==> src/rtl/map_pkg.sv <==
// Shared constants, types and helpers for the map RAM access arbiter.
package map_pkg;

  localparam int unsigned NUM_REQ      = 4;
  localparam int unsigned COORD_W      = 5;
  localparam int unsigned SPRITE_W     = 3;
  localparam int unsigned LOCK_TIMEOUT = 16;

  localparam logic [SPRITE_W-1:0] BLACK   = 3'b000;
  localparam logic [SPRITE_W-1:0] BIG_DOT = 3'b001;
  localparam logic [SPRITE_W-1:0] WALL    = 3'b011;

  typedef enum logic [0:0] {
    StIdle,
    StLocked
  } arb_state_e;

  // One map RAM access as presented on the memory side.
  typedef struct packed {
    logic                we;
    logic [COORD_W-1:0]  x;
    logic [COORD_W-1:0]  y;
    logic [SPRITE_W-1:0] wdata;
  } map_access_t;

  // Width of an index into n items, never zero.
  function automatic int unsigned idx_width(input int unsigned n);
    return (n > 1) ? $clog2(n) : 1;
  endfunction

endpackage

==> src/rtl/rr_priority_picker.sv <==
// Rotating first-one search: lowest set request at or above ptr, wrapping around.
module rr_priority_picker #(
  parameter int unsigned NUM_REQ = 4,
  parameter int unsigned PTR_W   = 2
) (
  input  logic [NUM_REQ-1:0] req,
  input  logic [PTR_W-1:0]   ptr,
  output logic [NUM_REQ-1:0] winner,
  output logic [PTR_W-1:0]   winner_idx,
  output logic               valid
);

  logic [2*NUM_REQ-1:0] rotated;
  logic [PTR_W-1:0]     offset;
  logic [PTR_W:0]       idx_sum;

  // Bit k of the low half is request (ptr + k) mod NUM_REQ.
  assign rotated = {req, req} >> ptr;

  always_comb begin
    valid  = 1'b0;
    offset = '0;
    for (int i = int'(NUM_REQ) - 1; i >= 0; i--) begin
      if (rotated[i]) begin
        valid  = 1'b1;
        offset = PTR_W'(i);
      end
    end
  end

  always_comb begin
    idx_sum    = {1'b0, ptr} + {1'b0, offset};
    winner_idx = idx_sum[PTR_W-1:0];
    if (idx_sum >= (PTR_W + 1)'(NUM_REQ)) begin
      winner_idx = PTR_W'(idx_sum - (PTR_W + 1)'(NUM_REQ));
    end
  end

  always_comb begin
    winner = '0;
    if (valid) begin
      winner[winner_idx] = 1'b1;
    end
  end

endmodule

==> src/rtl/map_access_arbiter.sv <==
// Arbitrates Pacman and ghost requesters onto a single synchronous map RAM port,
// with read-modify-write locking bounded by a timeout.
module map_access_arbiter
  import map_pkg::*;
#(
  parameter int unsigned NUM_REQ      = map_pkg::NUM_REQ,
  parameter int unsigned LOCK_TIMEOUT = map_pkg::LOCK_TIMEOUT
) (
  input  logic                        clock,
  input  logic                        resetn,
  input  logic [NUM_REQ-1:0]          req,
  input  logic [NUM_REQ-1:0]          req_we,
  input  logic [NUM_REQ-1:0]          req_lock,
  input  logic [COORD_W*NUM_REQ-1:0]  req_x,
  input  logic [COORD_W*NUM_REQ-1:0]  req_y,
  input  logic [SPRITE_W*NUM_REQ-1:0] req_wdata,
  output logic [NUM_REQ-1:0]          gnt,
  output logic [NUM_REQ-1:0]          rvalid,
  output logic [SPRITE_W-1:0]         rdata,
  output logic                        lock_err,
  output logic                        mem_en,
  output logic                        mem_we,
  output logic [COORD_W-1:0]          mem_x,
  output logic [COORD_W-1:0]          mem_y,
  output logic [SPRITE_W-1:0]         mem_wdata,
  input  logic [SPRITE_W-1:0]         mem_rdata
);

  localparam int unsigned PtrW   = idx_width(NUM_REQ);
  localparam int unsigned TimerW = $clog2(LOCK_TIMEOUT + 1);

  arb_state_e          state_q, state_d;
  logic [PtrW-1:0]     ptr_q, ptr_d;
  logic [PtrW-1:0]     owner_q, owner_d;
  logic [TimerW-1:0]   timer_q, timer_d;
  logic                lock_err_q, lock_err_d;
  logic                mem_en_q, mem_en_d;
  map_access_t         mem_q, mem_d;
  logic [NUM_REQ-1:0]  rd_pend_q, rd_pend_d;
  logic [NUM_REQ-1:0]  rvalid_q, rvalid_d;

  logic [NUM_REQ-1:0]  pick_onehot;
  logic [PtrW-1:0]     pick_idx;
  logic                pick_valid;
  logic [PtrW-1:0]     gnt_idx;
  logic                gnt_any;
  logic                gnt_lock;
  map_access_t         acc_sel;

  function automatic logic [PtrW-1:0] ptr_inc(input logic [PtrW-1:0] idx);
    if (idx == PtrW'(NUM_REQ - 1)) begin
      return '0;
    end
    return idx + PtrW'(1);
  endfunction

  rr_priority_picker #(
    .NUM_REQ (NUM_REQ),
    .PTR_W   (PtrW)
  ) u_picker (
    .req        (req),
    .ptr        (ptr_q),
    .winner     (pick_onehot),
    .winner_idx (pick_idx),
    .valid      (pick_valid)
  );

  // While locked only the owner can win; everyone else simply keeps waiting.
  always_comb begin
    gnt     = '0;
    gnt_idx = owner_q;
    if (state_q == StIdle) begin
      gnt_idx = pick_idx;
      if (pick_valid) begin
        gnt = pick_onehot;
      end
    end else if (req[owner_q]) begin
      gnt[owner_q] = 1'b1;
    end
    if (!resetn) begin
      gnt = '0;
    end
  end

  assign gnt_any  = |gnt;
  assign gnt_lock = req_lock[gnt_idx];

  always_comb begin
    acc_sel = '0;
    for (int unsigned i = 0; i < NUM_REQ; i++) begin
      if (PtrW'(i) == gnt_idx) begin
        acc_sel.we    = req_we[i];
        acc_sel.x     = req_x[i*COORD_W +: COORD_W];
        acc_sel.y     = req_y[i*COORD_W +: COORD_W];
        acc_sel.wdata = req_wdata[i*SPRITE_W +: SPRITE_W];
      end
    end
  end

  always_comb begin
    state_d    = state_q;
    ptr_d      = ptr_q;
    owner_d    = owner_q;
    timer_d    = timer_q;
    lock_err_d = 1'b0;
    unique case (state_q)
      StIdle: begin
        if (gnt_any) begin
          if (gnt_lock) begin
            state_d = StLocked;
            owner_d = gnt_idx;
            timer_d = '0;
          end else begin
            ptr_d = ptr_inc(gnt_idx);
          end
        end
      end
      StLocked: begin
        timer_d = timer_q + TimerW'(1);
        if (gnt_any && !gnt_lock) begin
          state_d = StIdle;
          ptr_d   = ptr_inc(owner_q);
          timer_d = '0;
        end else if (timer_q == TimerW'(LOCK_TIMEOUT - 1)) begin
          // Last permitted locked cycle: take the lock back even if re-locked now.
          state_d    = StIdle;
          ptr_d      = ptr_inc(owner_q);
          timer_d    = '0;
          lock_err_d = 1'b1;
        end
      end
      default: begin
        state_d = StIdle;
      end
    endcase
  end

  always_comb begin
    mem_en_d = gnt_any;
    mem_d    = mem_q;
    if (gnt_any) begin
      mem_d = acc_sel;
    end else begin
      mem_d.we = 1'b0;
    end
    rd_pend_d = (gnt_any && !acc_sel.we) ? gnt : '0;
    rvalid_d  = rd_pend_q;
  end

  always_ff @(posedge clock or negedge resetn) begin
    if (!resetn) begin
      state_q    <= StIdle;
      ptr_q      <= '0;
      owner_q    <= '0;
      timer_q    <= '0;
      lock_err_q <= 1'b0;
      mem_en_q   <= 1'b0;
      mem_q      <= '{we: 1'b0, x: '0, y: '0, wdata: BLACK};
      rd_pend_q  <= '0;
      rvalid_q   <= '0;
    end else begin
      state_q    <= state_d;
      ptr_q      <= ptr_d;
      owner_q    <= owner_d;
      timer_q    <= timer_d;
      lock_err_q <= lock_err_d;
      mem_en_q   <= mem_en_d;
      mem_q      <= mem_d;
      rd_pend_q  <= rd_pend_d;
      rvalid_q   <= rvalid_d;
    end
  end

  assign mem_en    = mem_en_q;
  assign mem_we    = mem_q.we;
  assign mem_x     = mem_q.x;
  assign mem_y     = mem_q.y;
  assign mem_wdata = mem_q.wdata;
  assign lock_err  = lock_err_q;
  assign rvalid    = rvalid_q;
  // RAM read data lands in the same cycle rvalid is raised.
  assign rdata     = mem_rdata;

endmodule

==> config.mk <==
export PLATFORM = sky130hd
export DESIGN_NAME = map_access_arbiter
export DESIGN_NICKNAME = d
export VERILOG_FILES = /design/src/rtl/map_pkg.sv /design/src/rtl/rr_priority_picker.sv /design/src/rtl/map_access_arbiter.sv
export SDC_FILE = /design/constraint.sdc
export NUM_CORES = 1
export LEC_CHECK = 0
export ABC_AREA = 0
export BUFFER_PORTS_ARGS = -buffer_cell sky130_fd_sc_hd__buf_2
export CORE_MARGIN = 2
export CORE_UTILIZATION = 49
export CTS_CLUSTER_SIZE = 24
export DETAILED_ROUTE_END_ITERATION = 7
export GPL_TIMING_DRIVEN = 0
export PLACE_DENSITY_LB_ADDON = 0.3
export SYNTH_ARGS = -nofsm -noshare
export SYNTH_HDL_FRONTEND = slang
export SYNTH_HIERARCHICAL = 1
export SYNTH_SLANG_ARGS = --single-unit
==> constraint.sdc <==
create_clock -name clock -period 3.6 [get_ports clock]
set_input_delay 0.18 -clock clock [delete_from_list [all_inputs] [get_ports clock]]
set_output_delay 0.18 -clock clock [all_outputs]
set_load 0.03 [all_outputs]
## Word level (Yosys, flattened, before mapping)

Cells that the tools add are included.

| word-level totals | value |
|---|---|
| input bits | 69 |
| bits in registers | 34 |
| word-level logic and storage cells | 107 |

| cells by class | value |
|---|---|
| order comparisons | 6 |
| reduce and logical (&&, ||, !) cells | 11 |
| bitwise operators | 1 |
| multiplexer cells | 61 |
| add/sub/neg operators | 5 |
| equal/unequal tests | 10 |
| shift-type cells | 1 |

Operators with widths:

| cell | count |
|---|---|
| 14-bit 2-to-1 mux | 4 |
| 2-bit 2-to-1 mux | 15 |
| 1-bit 2-to-1 mux | 26 |
| 4-bit 2-to-1 mux | 5 |
| 5-bit 2-to-1 mux | 4 |
| 5-bit one-hot mux with 2 select lines | 1 |
| 2-bit by 3-bit less-than comparator with 1-bit output, second input constant | 3 |
| 8-bit by 2-bit right shift with 4-bit output | 1 |
| 2-bit inequality test, second input constant | 3 |
| 3-bit AND reduction | 2 |
| 5-bit by 1-bit adder with 5-bit output, second input constant | 1 |
| 5-bit by 4-bit equality test with 1-bit output, second input constant | 1 |
| 2-bit by 1-bit adder with 2-bit output, second input constant | 2 |
| 1-bit binary-select mux with 2-bit select | 2 |
| 1-bit demux with 2-bit select | 2 |
| 2-bit equality test, first input constant | 2 |
| 2-bit equality test, second input constant | 2 |
| 2-bit by 1-bit greater-or-equal comparator with 1-bit output, second input constant | 2 |
| 1-bit logical AND | 4 |
| 2-bit one-hot mux with 2 select lines | 1 |
| 4-bit OR reduction | 1 |
| 2-bit by 2-bit adder with 3-bit output | 1 |
| 3-bit greater-or-equal comparator, second input constant | 1 |
| 3-bit by 1-bit inequality test with 1-bit output, second input constant | 1 |
| other kinds (7) | 8 |

## Logic depth before layout (Yosys ltp)

Gate-level depths: netlist of the first run.

| depth | value |
|---|---|
| word-level depth | 23 |
| depth in mapped cells | 18 |

## Hierarchy

Netlist of the first run, hierarchy kept.

Modules (own cells, without submodules):

| module | seq. area each (um2) | cells an instance | times used | area an instance (um2) |
|---|---|---|---|---|
| map_access_arbiter | 850.8 | 241 | 1 | 2,107.0 |
| rr_priority_picker | 0.0 | 38 | 1 | 261.5 |

## Worst setup path after synthesis of the first run

Ideal clock, no wire load.

| timing | value |
|---|---|
| path kind | register to register |
| start | register ptr_q[1] |
| end | register mem_q (netlist bit mem_wdata[0]) |
| path slack | 530 ps |
| cell stages (with the launch flop) | 19 |
| data arrival time | 2,945 ps |
| path buffers | 3 |
| data required time | 3,474 ps |
| cells stage by stage | dfrtp_1 buf_2 nand2b_1 a21oi_1 o211ai_1 o31a_1 ha_1 xnor2_1 xnor2_1 mux2i_4 inv_1 ha_1 clkbuf_1 buf_1 a21oi_1 a21oi_1 nor2_1 a21oi_1 a21oi_1 |

| on the way | value |
|---|---|
| elaborated cells on any way between the ends | 31 |
| classes of those cells | add/sub (2); order compare (3); eq/ne (3); shift (1); mux (19); reduce/logical (3) |

RTL lines:

| element | RTL line | text |
|---|---|---|
| start: declaration | map_access_arbiter.sv:33 | `logic [PtrW-1:0] ptr_q, ptr_d;` |
| start signal: assignment | map_access_arbiter.sv:163 | `ptr_q <= ptr_d;` |
| 8-bit by 2-bit right shift with 4-bit output | rr_priority_picker.sv:18 | `assign rotated = {req, req} >> ptr;` |
| 2-bit 2-to-1 mux (4 in a row) | rr_priority_picker.sv:24 | `if (rotated[i]) begin` |
| 2-bit by 2-bit adder with 3-bit output (*) | rr_priority_picker.sv:32 | `idx_sum = {1'b0, ptr} + {1'b0, offset};` |
| 3-bit greater-or-equal comparator or 2-bit by 1-bit subtractor with 2-bit output (tied branches) | rr_priority_picker.sv:34, rr_priority_picker.sv:35 |  |
| 2-bit 2-to-1 mux (*) | rr_priority_picker.sv:34 | `if (idx_sum >= (PTR_W + 1)'(NUM_REQ)) begin` |
| net pick_idx[1] | map_access_arbiter.sv:43 | `logic [PtrW-1:0] pick_idx;` |
| 2-bit 2-to-1 mux (*) | map_access_arbiter.sv:72 | `if (state_q == StIdle) begin` |
| net gnt_idx[1] | map_access_arbiter.sv:45 | `logic [PtrW-1:0] gnt_idx;` |
| 2-bit logical NOT | map_access_arbiter.sv:91 | `if (PtrW'(i) == gnt_idx) begin` |
| 14-bit 2-to-1 mux (3 in a row) | map_access_arbiter.sv:91 |  |
| 14-bit 2-to-1 mux (*) | map_access_arbiter.sv:91 |  |
| end signal: assignment | map_access_arbiter.sv:158 | `mem_q <= '{we: 1'b0, x: '0, y: '0, wdata: BLACK};` |
| end signal: assignment | map_access_arbiter.sv:168 | `mem_q <= mem_d;` |
| end: declaration | map_access_arbiter.sv:38 | `map_access_t mem_q, mem_d;` |

Mark *: on every way through the listed nets, which the timed path passes. The rest lies on a longest branch.
A chain may end at the register's enable or synchronous reset.

## Final worst setup path of the first run

| timing | value |
|---|---|
| start | register ptr_q[1] |
| end | register owner_q[0] |

| on the way | value |
|---|---|
| cells in the longest elaborated chain, start to end | 17 |
| elaborated cells on any way between the ends | 26 |
| classes of those cells | add/sub (2); order compare (3); shift (1); mux (17); reduce/logical (3) |

Ends and longest elaborated chain:

| element | RTL line | text |
|---|---|---|
| 8-bit by 2-bit right shift with 4-bit output | rr_priority_picker.sv:18 |  |
| 2-bit 2-to-1 mux (4 in a row) | rr_priority_picker.sv:24 |  |
| 2-bit by 2-bit adder with 3-bit output (*) | rr_priority_picker.sv:32 |  |
| 3-bit greater-or-equal comparator or 2-bit by 1-bit subtractor with 2-bit output (tied branches) | rr_priority_picker.sv:34, rr_priority_picker.sv:35 |  |
| 2-bit 2-to-1 mux (*) | rr_priority_picker.sv:34 |  |
| net pick_idx[0] | map_access_arbiter.sv:43 |  |
| 2-bit by 3-bit less-than comparator with 1-bit output (not written as such) or 2-bit by 1-bit greater-or-equal comparator with 1-bit output (tied branches) | rr_priority_picker.sv:42 | `winner[winner_idx] = 1'b1;` |
| 1-bit logical AND (not written as such) | rr_priority_picker.sv:42 |  |
| 1-bit 2-to-1 mux (not written as such) | rr_priority_picker.sv:42 |  |
| 1-bit demux with 2-bit select (*) | - |  |
| net pick_onehot[1] | map_access_arbiter.sv:42 | `logic [NUM_REQ-1:0] pick_onehot;` |
| 4-bit 2-to-1 mux (*) | map_access_arbiter.sv:74 | `if (pick_valid) begin` |
| 4-bit 2-to-1 mux (*) | map_access_arbiter.sv:72 |  |
| 4-bit 2-to-1 mux (*) | map_access_arbiter.sv:80 | `if (!resetn) begin` |
| 4-bit OR reduction (*) | map_access_arbiter.sv:85 | `assign gnt_any = \|gnt;` |
| 3-bit AND reduction (no line) (*) | - |  |
| end signal: assignment | map_access_arbiter.sv:164 | `owner_q <= owner_d;` |
| end: declaration | map_access_arbiter.sv:34 | `logic [PtrW-1:0] owner_q, owner_d;` |

Mark *: on every way through the listed nets, which the timed path passes. The rest lies on a longest branch. The select of a mux whose other input is x is not followed.

==> impl_results.md, run 1 <==
* Worst-path fanout max at 9
* PD cells at 1200 mW/mm^2
* Initial core utilization at between 50 and 60%
* IO Port Bufs at 92
* CTS tree: yes
* Crit. End Element: register
* Max-cap viol count at 0
* Hold path cells at 3
* Hold Startpoint: req_we[3]
* Worst-Margin Slew at 0.762 ns
* Crit path time final at 3.38 ns
* Most common cell on crit path: o21ai_0
* Worst Path Required at about 3.8 ns
* Clock Sinks at 34
* Gpl congestion at 0.923
* HPWL after DPL at 4610 um
* Vias in the first global route at roughly 2100
* Max_slew headroom at between 40% and 50%
* Post-Route WL at 5920 um
* Largest net degree at the start of global routing at 36
* Worst r2r src: ptr_q[1]
* Multi-input gate area at 0.00139 mm^2
* Final Cell Area at 0.00306 mm^2
* Setup bufs post-CTS at 0
* Kind of critical path: register to register
* Tightest Hold Check Type: primary input to register
* Dominant synthesized flop cell: dfrtp_1
* Total track usage at roughly 21%
* Mapped cell area at 0.00237 mm^2
* Clock slew at reported path FFs at 0.07 ns
* CP max-delay cell: dfrtp_1
* Vias per inst at 5.43
* Antenna violations before repair at 0
* Startpoint Class: register
* Synth top area cells: dfrtp_1, a21oi_1, ha_1
* Global routing's busiest layer: met2
* N_diodes at 0
* Sequential fraction of the synthesis area at ~36%
* IO Count at 96
* CP arrival at 3.55 ns
* GR Util met1 at approximately a quarter
* Syn Nets at roughly 360
* Die Footprint at around 0.0054 mm^2
* Routed Antenna Nets at 0
* VDD IR max at 0.526 mV
* Avg Cell Area, Syn at about 8.5 um^2
* CP Launch Point: ptr_q[1]
* Drt pass-1 iters at 4
* R2R cell count at 15
* # setup viols final at 0
* Area share of the largest cell type after synthesis at 35.9%
* CTS max path bufs at 2
* Static leakage at 1.52 nW
* Pins Over Slew Limit at 0
* CP Cell Sequence: buf_2 > nand2b_1 > a21oi_1 > o211ai_1 > o31a_1 > ha_1 > nor2b_1 > nand2_1 > mux2i_1 > a22oi_1 > o21ai_0 > o21ai_0 > a21o_2 > nor2_4 > mux2_2
* Distinct cells, synth at between 40 and 50
* Core area at 0.00469 mm^2
* Setup Skew at about 0.0083 ns
* Layout area overhead at 29.3%
* Yosys warns at 6
* Die Span Y at 73.5 um
* Crit-path max cell delay at 0.39 ns
* Dpl ws at 0.0465 ns
* Async SR Flop Fraction at 100%
* Seq. cell area at about 850 um^2
* TNS Setup at 0 ns
* First-pass GRT wire length at 9120 um
* FF+latch count, synth at 34
* Setup WS post-layout at roughly 0.22 ns
* Period utilization at 93.8%
* Met3 Usage GRT at 3.70%
* Status: complete, no violations
* Die Wd at 73.5 um
* Post-Syn Instances at 279
* NumNets Final at 455
* Via count at 2340
* DP Area at 0.00290 mm^2
* DRC viols at 0
* Total gr overflow at 0
* Max Fclk at 0.296 GHz
* Later-pin clock latency in the skew report at 0.28 ns
* Fill cell count at 424
* GR Util met2 at 38.8%
* RSZ-0062 raised after global routing: false
* H-tree depth at 2
* Fraction of layout cells with a size suffix above 1 at 35.8%
* TritonCTS Buffers at 5
* Post-synth EDFFs at 0
* CTS Root Cell: clkbuf_8
* Wire per inst at roughly 14 um
* Initial drt markers at 144
* Post-synth top area cell: dfrtp_1
* Hold Vio Cnt, Final at 0
* Std-Cell Rows at 25
[path summary, 6_finish.rpt]
kind                               to  slack (ns)
max                        owner_q[0]        0.22
min                            mem_we        0.19
max reg2reg                owner_q[0]        0.22
min reg2reg                 rvalid[0]        0.35
max in group asynchronous    mem_y[0]        2.62
min in group asynchronous   rvalid[1]        0.50
[power by group]
group          total, mW  switching, mW  internal [mW]
Combinational       2.59           1.58           1.01
Sequential         0.652          0.106          0.546
Clock              0.435          0.139          0.295
[cells in the mapped netlist, types with 2 or more instances]
library cell / number
a21oi_1: 61
a22oi_1: 5
a32o_1: 2
and2_1: 2
and3_1: 6
buf_1: 2
buf_2: 4
buf_4: 4
buf_6: 2
clkbuf_1: 9
dfrtp_1: 34
ha_1: 10
inv_1: 9
mux2_2: 4
mux2_4: 2
mux2i_1: 8
nand2_1: 25
nand2b_1: 3
nand3_1: 4
nand3b_1: 15
nor2_1: 32
nor2b_1: 7
nor4_1: 2
o211ai_1: 2
o21ai_0: 4
o22ai_1: 2
o31ai_1: 3
xnor2_1: 3
[worst max-delay path: cells and delay by family, from the launching register on]
family,cells,cell delay (ns)
AO/OA/AOI/OAI,7,1.19
adder cells (fa/ha/maj),1,0.33
buffers and inverters,1,0.19
flip-flops,1,0.39
multiplexers,2,0.61
AND/OR/NAND/NOR,4,0.55
[metrics by stage]
stage | cells | utilization (%) | total power, mW | hold WS [ns]
detailed placement | 425 | 61.7 | 3.20 | 0.297
global route | 431 | 65.3 | 4.01 | 0.196
global placement | 425 | 61.7 | 3.12 | 0.283
CTS | 434 | 65.0 | 3.64 | 0.190
finish | 431 | 65.3 | 3.68 | 0.192
floorplan | 279 | - | 2.60 | -0.116
[cells in the final DEF (no fill, tap or decap), types with 3 or more instances in the layout]
cell type,count
clkbuf_2,6
nor2_1,32
clkbuf_8,6
and3_1,6
inv_1,9
nor2b_1,7
mux2i_1,8
o21ai_0,4
mux2_2,4
nand3b_1,15
nand3_1,4
a22oi_1,5
ha_1,8
a21oi_1,60
nand2_1,25
buf_2,96
o31ai_1,3
buf_4,4
nand2b_1,3
dfrtp_1,34
[kinds of logic after synthesis]
logic type / Yosys count / share of synthesized area [%]
buf+inv: 30 / 6.23
fa+ha+maj: 10 / 5.28
simple gates: 100 / 21.5
mux: 16 / 8.45
compound gates: 85 / 21.1
xor+xnor: 4 / 1.48
flops: 34 / 35.9
[cell type report]
class | count | area share (%)
Inverter | 9 | 1.10
Multi-Input combinational cell | 215 | 45.3
Timing Repair Buffer | 93 | 15.4
Sequential cell | 34 | 27.8
Buffer | 18 | 3.60
Clock inverter | 2 | 1.96
Clock buffer | 6 | 2.70
Tap cell | 54 | 2.21
[registers in the layout, summed over array words and instances, names as in the netlist]
name       count
mem_x          5
mem_y          5
timer_q        5
rd_pend_q      4
rvalid         4
mem_wdata      3
owner_q        2
ptr_q          2
lock_err       1
mem_en         1
mem_we         1
state_q        1
[timing repair]
item / 4_1_cts / 5_1_grt
setup endpoints to repair: 0 / 18
gates resized for setup: 0 / 15
hold endpoints to repair: 34 / 0
hold buffers: 1 / 0
[metal layers]
| layer | part of all wire (%) | vias up |
|---|---|---|
| met5 | 0 | - |
| li1 | - | 1169 |
| met1 | 43 | 1093 |
| met4 | 1.4 | 0 |
| met3 | 5.0 | 9 |
| met2 | 50 | 69 |
(Power assumes the default switching activity.)
==> run 2, diff against run 1 <==
--- a/config.mk
+++ b/config.mk
@@ -13,2 +13,3 @@
 export DETAILED_ROUTE_END_ITERATION = 7
+export GPL_ROUTABILITY_DRIVEN = 0
 export GPL_TIMING_DRIVEN = 0
==> constraint.sdc (replaced) <==
create_clock -name clock -period 3.6 [get_ports clock]
set_input_delay 0.54 -clock clock [delete_from_list [all_inputs] [get_ports clock]]
set_output_delay 0.54 -clock clock [all_outputs]
set_load 0.03 [all_outputs]
==> run 2 against run 1 <==
Against the previous run:
- highest routed layer unchanged
- critical path depth is the same
- final area shrank 0.33%
- combinational power is essentially flat
- critical endpoint unchanged
- sequential power is essentially flat
- cell count shrank 0.23%
- non-clock buffer count shrank 1
- sequential cell count is the same
- first-iteration DRC count shrank 4.2%
- total power is essentially flat
- via count shrank 0.13%
==> impl_results.md, run 2 (same netlist as run 1, synthesis figures left out) <==
* Status: complete, no violations
* Pins Over Slew Limit at 0
* RSZ-0062 raised after global routing: false
* VDD IR max at ~0.53 mV
* Max_slew headroom at slightly below 50%
* Initial core utilization at 50.5%
* Total track usage at 21.4%
* Dpl ws at -0.179 ns
* Crit-path max cell delay at 0.39 ns
* PD cells at approximately 1200 mW/mm^2
* Startpoint Class: register
* Vias per inst at roughly 5.4
* Commonest non-fill, non-tap cell in the layout: buf_2
* Most frequent cells in the layout: buf_2, a21oi_1, dfrtp_1, nor2_1, nand2_1
* Global routing's busiest layer: met2
* Later-pin clock latency in the skew report at 0.28 ns
* Antenna violations before repair at 0
* Die Wd at 73.5 um
* Switching share of power at 49.6%
* Setup bufs post-CTS at 0
* Routed Antenna Nets at 0
* Fill cell count at approximately 430
* Worst Path Required at 3.77 ns
* Hold Vio Cnt, Final at 0
* Crit. End Element: register
* Fraction of layout cells with a size suffix above 1 at a little over a third
* H-tree depth at 2
* Setup WS post-layout at around 0.22 ns
* Internal at 1.85 mW
* CP Cell Sequence: buf_2 > nand2b_1 > a21oi_1 > o211ai_1 > o31a_1 > ha_1 > nor2b_1 > nand2_1 > mux2i_1 > a22oi_1 > o21ai_0 > o21ai_0 > a21o_2 > nor2_4 > mux2_2
* Part of the power in registers at 17.7%
* Max Fclk at 0.296 GHz
* Met3 Usage GRT at around 3.7%
* Worst-Margin Slew at 0.755 ns
* Setup Skew at 0.00809 ns
* Post-CTS Resized at 0
* Vias in the first global route at 2083
* Kind of critical path: register to register
* Wire per inst at between 10 and 15 um
* Via count at 2337
* IO Count at 96
* Drt pass-1 iters at 4
* Final hold slack at approximately 0.33 ns
* Hold_buf cts at 0
* Core area at 0.00469 mm^2
* Crit path time final at approximately 3.4 ns
* Largest net degree at the start of global routing at 36
* NumNets Final at 454
* Clock Sinks at 34
* GR Util met1 at a little over a quarter
* Die Span Y at 73.5 um
* Max-cap viol count at 0
* Initial drt markers at around 140
* Clock slew at reported path FFs at 0.07 ns
* Std-Cell Rows at 25
* Switching power summed over all nets at ~1.8 mW
* CP max-delay cell: dfrtp_1
* CP arrival at 3.55 ns
* Period utilization at 93.8%
* Layout area overhead at 28.8%
* Most common cell on crit path: o21ai_0
* Tightest Hold Check Type: primary input to async pin
* HPWL after DPL at roughly 4600 um
* Worst-path fanout max at 9
* GR Util met2 at 38.6%
* Die Footprint at 0.00541 mm^2
* Total power at 3.68 mW
* DRC viols at 0
* Dpl cells at 425
* R2R cell count at 15
* N_diodes at 0
* First-pass GRT wire length at 9090 um
* Final Util at about two thirds
* CTS max path bufs at 2
* Post-Route WL at 5910 um
* Fin cells at 430
* Total gr overflow at 0
* # setup viols final at 0
* Gate power share at 70.5%
* IO Port Bufs at 92
* TritonCTS Buffers at 5
* CTS Root Cell: clkbuf_8
* CTS tree: yes
* Power share of the clock group at 11.8%
* Static leakage at 1.52 nW
## run 2: changes by cell type in the layout (fill, tap and decap cells not counted)
cell,before,now
dlygate4sd3_1,1,0
## run 2: worst paths after layout
kind | startpoint | to | slack, ns
worst max-delay path | ptr_q[1] | owner_q[0] | 0.22
worst min-delay path | resetn | rvalid[1] | 0.33
worst max register to register | ptr_q[1] | owner_q[0] | 0.22
worst min register to register | rd_pend_q[2] | rvalid[2] | 0.35
max in group asynchronous | resetn | mem_y[0] | 2.79
min in group clock | rd_pend_q[2] | rvalid[2] | 0.35
## run 2: power by group through the flow
stage                     clock network [mW]  logic, mW  registers, mW
after floorplan                            0       1.78          0.819
after global placement                     0       2.47          0.649
after detailed placement                   0       2.54          0.658
after CTS                              0.438       2.55          0.653
after global routing                   0.455       2.88          0.671
final                                  0.434       2.59          0.652
## run 2: worst max-delay path: cells and delay by family, from the launching register on
kind / cells / cell delay (ns)
AOI/OAI and AO/OA: 7 / 1.19
DFF: 1 / 0.39
adders and majority gates: 1 / 0.33
and+or+nand+nor: 4 / 0.55
muxes: 2 / 0.61
buffers and inverters: 1 / 0.19
## run 2: layout make-up
type	instances	area [um^2]	share of cell area [%]
timing repair buffer	92	460	15.1
tap	54	67.6	2.21
sequential	34	851	27.9
clock inverter	2	60.1	1.97
clock buffer	6	82.6	2.71
inverter	9	33.8	1.11
buffer	18	110	3.61
multi-input combinational	215	1390	45.4
## run 2: routing by layer
| layer | vias to the layer above | share of wire (%) |
|---|---|---|
| li1 | 1166 | - |
| met1 | 1085 | 43 |
| met2 | 74 | 50 |
| met3 | 12 | 5.1 |
| met4 | 0 | 1.5 |
| met5 | - | 0 |
## run 2: stage by stage
step           area [um^2]  TNS [ns]
6_report              3050         0
5_1_grt               3050         0
4_1_cts               3040         0
3_5_place_dp          2900     -2.18
3_3_place_gp          2900     -1.31
2_1_floorplan         2370         0
